**src/rtl/fetch_unit_pkg.sv**
```systemverilog
// Shared definitions for the instruction-fetch stage.
// Holds the reset PC default, the control-state encodings and a
// word-alignment helper used on the next-PC path.
package fetch_unit_pkg;

  localparam logic [31:0] RESET_PC_DEFAULT = 32'h0000_3000;

  typedef enum logic [1:0] {
    S_BOOT  = 2'd0,
    S_FETCH = 2'd1,
    S_ISSUE = 2'd2,
    S_FAULT = 2'd3
  } state_t;

  // Instructions are word-aligned; any low address bit set is a fault.
  function automatic logic misaligned(input logic [31:0] addr);
    return addr[1:0] != 2'b00;
  endfunction

endpackage

```
**src/rtl/fetch_unit.sv**
```systemverilog
// Instruction fetch: owns the PC, fetches over a req/ack handshake, holds inst until consumed.
// Latency: 2 cycles per instruction minimum; each memory-wait or downstream-stall cycle adds one.
// Backpressure: inst_ready low holds inst/inst_pc/pc stable and blocks the next request.
module fetch_unit
  import fetch_unit_pkg::*;
#(
  parameter logic [31:0] RESET_PC = RESET_PC_DEFAULT,
  parameter int          CNT_W    = 32
) (
  input  logic             clk,
  input  logic             rst,
  output logic             imem_req,
  output logic [31:0]      imem_addr,
  input  logic             imem_ack,
  input  logic [31:0]      imem_rdata,
  output logic [31:0]      pc,
  input  logic [31:0]      npc,
  output logic             inst_valid,
  output logic [31:0]      inst,
  output logic [31:0]      inst_pc,
  input  logic             inst_ready,
  output logic             fault,
  output logic [CNT_W-1:0] retire_cnt
);

  state_t state, state_nxt;
  logic   capture;   // memory word accepted this cycle
  logic   consume;   // downstream takes the held instruction this cycle

  // The fetch address is always the PC; it only matters while imem_req is high.
  assign imem_addr = pc;

  // State register.
  always_ff @(posedge clk) begin
    if (rst) state <= S_BOOT;
    else     state <= state_nxt;
  end

  // Next-state and state-decoded outputs; ack/ready only steer transitions.
  always_comb begin
    state_nxt  = state;
    capture    = 1'b0;
    consume    = 1'b0;
    imem_req   = 1'b0;
    inst_valid = 1'b0;
    case (state)
      S_BOOT: state_nxt = S_FETCH;
      S_FETCH: begin
        imem_req = 1'b1;
        if (imem_ack) begin
          capture   = 1'b1;
          state_nxt = S_ISSUE;
        end
      end
      S_ISSUE: begin
        inst_valid = 1'b1;
        if (inst_ready) begin
          consume   = 1'b1;
          state_nxt = misaligned(npc) ? S_FAULT : S_FETCH;
        end
      end
      S_FAULT: state_nxt = S_FAULT;
      default: state_nxt = S_BOOT;
    endcase
  end

  // Datapath: capture on ack, advance PC and retire count on consume.
  always_ff @(posedge clk) begin
    if (rst) begin
      pc         <= RESET_PC;
      inst       <= '0;
      inst_pc    <= '0;
      fault      <= 1'b0;
      retire_cnt <= '0;
    end else begin
      if (capture) begin
        inst    <= imem_rdata;
        inst_pc <= pc;
      end
      if (consume) begin
        pc         <= npc;
        retire_cnt <= retire_cnt + CNT_W'(1);
        if (misaligned(npc)) fault <= 1'b1;
      end
    end
  end

endmodule

```
**config.mk**
```make
export PLATFORM = sky130hd
export DESIGN_NAME = fetch_unit
export DESIGN_NICKNAME = d
export VERILOG_FILES = /design/src/rtl/fetch_unit_pkg.sv /design/src/rtl/fetch_unit.sv
export SDC_FILE = /design/constraint.sdc
export NUM_CORES = 1
export LEC_CHECK = 0
export CAP_MARGIN = 20
export CORE_ASPECT_RATIO = 1.4
export CORE_MARGIN = 5
export CORE_UTILIZATION = 35
export CTS_CLUSTER_DIAMETER = 30
export DETAILED_ROUTE_END_ITERATION = 7
export DONT_BUFFER_PORTS = 1
export SETUP_SLACK_MARGIN = 0.4
export SLEW_MARGIN = 20
export SYNTH_ARGS = -nofsm -noshare
export SYNTH_HDL_FRONTEND = slang
export SYNTH_SLANG_ARGS = --single-unit
```
**constraint.sdc**
```tcl
create_clock -name clk -period 1.9 [get_ports clk]
set_clock_uncertainty 0.1 [all_clocks]
set_input_delay 0.38 -clock clk [delete_from_list [all_inputs] [get_ports clk]]
set_output_delay 0.38 -clock clk [all_outputs]
set_load 0.02 [all_outputs]
```
# Yosys cells after proc, flatten, opt, wreduce, memory -nomap -nowiden
# Cells that the tools add are included.
[classes]
eq_ne = 5
addsub = 1
muxes = 10
bitwise = 0
reduce_logical = 4
div_mod_pow = 0
order_cmp = 0
n_mul = 0
n_shift = 0
[ops]
columns = ["op", "n"]
rows = [
  ["$add A32 B1 Y32 const B", 1],
  ["$pmux W2 S4", 1],
  ["$mux W1", 6],
  ["$mux W2", 3],
  ["$eq A2 B2 Y1 const B", 2],
  ["$ne A2 B2 Y1 const B", 2],
  ["$reduce_and A2 Y1", 2],
  ["$eq A2 B1 Y1 const B", 1],
  ["$logic_not A2 Y1", 1],
  ["$reduce_bool A2 Y1", 1],
]
[word_totals]
mem_bits_rw = 0
latchBits = 0
memories = 0
romBits = 0
word_cells = 26
register_bits = 131
out_inout_bits = 163

# Logic depth before layout (Yosys ltp)
[logic_depth]
ltp_word = 4
ltp_mapped = 6
ltp_nobuf = 5

# Worst setup path after synthesis
# OpenSTA, ideal clock, no wires.
[synth_timing]
path_type = "reg-to-reg"
from = "reg retire_cnt[0]"
to = "reg retire_cnt[28]"
arrival_time_ns = 1.743
path_stages_with_launch = 7
required_ns = 1.679
path_slack_ns = -0.063
setup_ns = 0.121
path_cell_list = "dfxtp_1 ha_1 and2_1 nand4_4 buf_6 nor4_1 mux2_2"
[synth_between]
elab_chain_len = 1
[synth_lines]
columns = ["item", "line", "source"]
rows = [
  ["start, declared", "fetch_unit.sv:23", "output logic [CNT_W-1:0] retire_cnt"],
  ["start signal, assigned", "fetch_unit.sv:82", "retire_cnt <= retire_cnt + CNT_W'(1);"],
  ["$add A32 B1 Y32", "fetch_unit.sv:82", ""],
]
# Every way passes these cells.
# A chain may end at the register's enable or synchronous reset.

# Worst setup path in the final report
[layout_timing]
from = "reg retire_cnt[20]"
to = "reg retire_cnt[31]"
# The elaborated chain is that of the path after synthesis.

==> impl_metrics.ini <==
[status]
result_of_the_run = finished, violations left
failed_checks = hold timing

[timing]
fmaxAchievable_mhz = 559.2
final-hold-violation-count = 30
worst_hold_slack_ps = -53.82
timing.final.crit_period_ps = 1788
max_slew_margin = 0.7655
final_worst_path_period_share = 0.9412
worst_pin_slew_ps = 351.2
report.final.slew_viol_count = 0
finalSetupViolCount = 0
total_neg_setup_slack_ps = 0
unrepaired_setup_endpoints_after_global_routing = true

[final_layout]
nets = 752
drive_gt1_frac = 0.3305
number_of_antenna_cells_inserted = 0
fillers = 1448
most_used_cells_in_the_layout_excluding_fill_and_tap_cells = sky130_fd_sc_hd__nand2_1 (203), sky130_fd_sc_hd__a21oi_1 (106), sky130_fd_sc_hd__dfxtp_1 (69), sky130_fd_sc_hd__buf_4 (52), sky130_fd_sc_hd__dfxtp_2 (47)
fin_util = 0.4622
multi_input_comb_area_mm2 = 0.002569
sequential_cell_area_mm2 = 0.002738
most_common_cell_after_layout_fill_and_taps_aside = sky130_fd_sc_hd__nand2_1
area_growth_pct = 29.98

[placed_design]
place.gp.congestion = 0.8542
numPortBuffers = 0
dp_hpwl_um = 10760

[synth]
netlist_area_mm2 = 0.005329
synthCells = 660
ys_seq_area_frac = 0.4921
count_of_different_cell_masters_after_synthesis = 40
synth_top_cell_area_share = 0.4921
mappedNetlistNets = 729
yosysWarnings = 0
synthesis.area_per_instance_um2 = 8.074
synthDominantAreaCellType = sky130_fd_sc_hd__dfxtp_1
postSynthRegisterBits = 131
synth.top_cells.by_area = sky130_fd_sc_hd__dfxtp_1 (49%), sky130_fd_sc_hd__nand2_1 (15%), sky130_fd_sc_hd__a21oi_1 (11%)

[worst_setup_path]
crit_chain = and4_4, nand4_1, buf_6, nor4b_4, mux2_4
worstPathMaxFanout = 2
worst_path_largest_cell_delay_ps = 340
r2r_slack_ps = 110
crit_path_end_kind = flip-flop
reg2reg_start = retire_cnt[20]
worstRegToRegCells = 5
cp_slowest_cell = sky130_fd_sc_hd__dfxtp_4
critPathLaunchType = flip-flop
cp_data_arrival_time_ps = 1980
crit-reg2reg-capture = retire_cnt[31]
critical_path_class = flip-flop to flip-flop
critical_path_required_ps = 2090
timing.critical_path.buf_inv = 1
path_delay_family = simple AND/OR/NAND/NOR gates

[clocking]
clock_path_buffers = 2
latest_clock_arrival_within_the_worst_skew_pair_ps = 410
tritoncts.num_buffers = 17
cts_root_buf = sky130_fd_sc_hd__clkbuf_16
tritoncts_clock_tree = built
clk_pin_slew_ps = 60
cts_hold_repair.buffers = 2
htree_num_levels = 4
clock_tree_sinks = 131

[power_and_ir_drop]
power.ir.vdd_worst_mv = 0.8499
power-per-cell-area_mw_per_mm2 = 920.5
fin_total_pwr_mw = 6.376
reported_leakage_power_nw = 2.567

[global_route]
first_global_vias = 4596
overflow = 0
first_pass_grt_wire_length_um = 24620
number_of_antenna_violations_at_the_first_check_in_global_routing = 1
grtUsageTotal = 0.1735
grt_max_degree = 138

[floorplan]
start_util = 0.3556
number_of_ports_placed_on_the_die_boundary = 231
die-width_um = 114.3
rows = 53
floorplan.core_area_mm2 = 0.01499
die_area_mm2 = 0.01783
floorplan.die.height_um = 156

[drt]
dr.pass1.iters = 6
routed_wire_length_per_instance_um = 19.16
vias_per_cell = 5.324
drc = 0
route.final.wire_length_um = 17010
detail_route.iter0.violations = 400
postRouteAntennaNets = 0
num_vias = 4728

[worst_hold_path]
worst_hold_path.num_cells = 1
hold_end = retire_cnt[29]
worst_min_delay_path_category = input pin to flip-flop
hold_path.startpoint = rst

[flow_run]
max_cap_violations = 0
[worst max path at each step]
stage,startpoint,endpoint,depth (start not counted)
6_report,retire_cnt[20],retire_cnt[31],5
3_3_place_gp,retire_cnt[7],retire_cnt[24],4
2_1_floorplan,retire_cnt[2],retire_cnt[28],6
5_1_grt,state[0],retire_cnt[27],6
4_1_cts,retire_cnt[20],retire_cnt[30],5
3_5_place_dp,retire_cnt[7],retire_cnt[25],4
[routing by layer]
layer  track usage  vias up  wire (um)
li1              -     2224          -
met1        0.1795     2255       5968
met2        0.3093      215       9110
met3       0.07606       32       1516
met4       0.06169        2        397
met5             0        -         20
[Yosys cell counts, drive strengths merged]
cell type / number
a211oi: 1
a21oi: 113
and2: 6
and3: 3
and3b: 1
and4: 7
and4b: 1
buf: 42
clkbuf: 34
dfxtp: 131
ha: 1
inv: 8
mux2: 6
nand2: 207
nand3: 7
nand3b: 2
nand4: 12
nand4b: 3
nor2: 18
nor2b: 7
nor3: 2
nor4: 5
nor4b: 1
o21ai: 8
o31ai: 7
o41ai: 3
or2: 1
or3: 7
or4: 7
xnor2: 4
xor2: 5
[report_power, final]
group,switching (mW),internal [mW],total (mW)
logic,0.146,0.103,0.249
registers,0.148,2.79,2.94
clock network,1.31,1.87,3.19
total,1.61,4.77,6.38
[logic make-up (layout without fill, tap and decap cells)]
kind of cell / Yosys count / count (layout) / share of synthesized area
AOI/OAI and AO/OA: 132 / 132 / 0.1298
xor gates and xnor gates: 9 / 9 / 0.01479
adders and majority gates: 1 / 1 / 0.002348
buffers and inverters: 84 / 118 / 0.08852
DFF: 131 / 131 / 0.4921
muxes: 6 / 6 / 0.01268
and+or+nand+nor: 297 / 299 / 0.2597
[cell type report]
| class | instances | share of cell area |
|---|---|---|
| clock buffer | 18 | 0.06340 |
| clock inverter | 14 | 0.01987 |
| inverter | 8 | 0.004335 |
| multi-input combinational | 447 | 0.3708 |
| sequential | 131 | 0.3952 |
| tap | 192 | 0.03468 |
| timing repair buffer | 78 | 0.1116 |
[what timing repair did]
action,in CTS,in global routing
setup endpoints to repair,186,95
endpoints found under the hold margin,125,124
cloned,2,2
pin swaps,22,20
gates resized for setup,70,40
buffers inserted,25,7
[through the flow]
stage	area, um^2	hold WS, ps	instances	worst slack, ps
floorplan	5460	375.7	660	109.7
global placement	5605	362.2	818	68.67
detailed placement	5605	359.4	818	38.23
CTS	6614	-81.39	879	125.3
global route	6927	-82.21	888	46.10
finish	6927	-53.82	888	111.7
[worst reg2reg max path: stages, from the launching register on]
cell	delay, ps
sky130_fd_sc_hd__dfxtp_4	340
sky130_fd_sc_hd__and4_4	230
sky130_fd_sc_hd__nand4_1	200
sky130_fd_sc_hd__buf_6	200
sky130_fd_sc_hd__nor4b_4	290
sky130_fd_sc_hd__mux2_4	320
[flip-flops by register name, summed over array words and instances (netlist names)]
name / flops
retire_cnt: 32
imem_addr: 32
inst: 32
inst_pc: 32
state: 2
fault: 1
No activity file was read; power rests on OpenSTA's default activity.
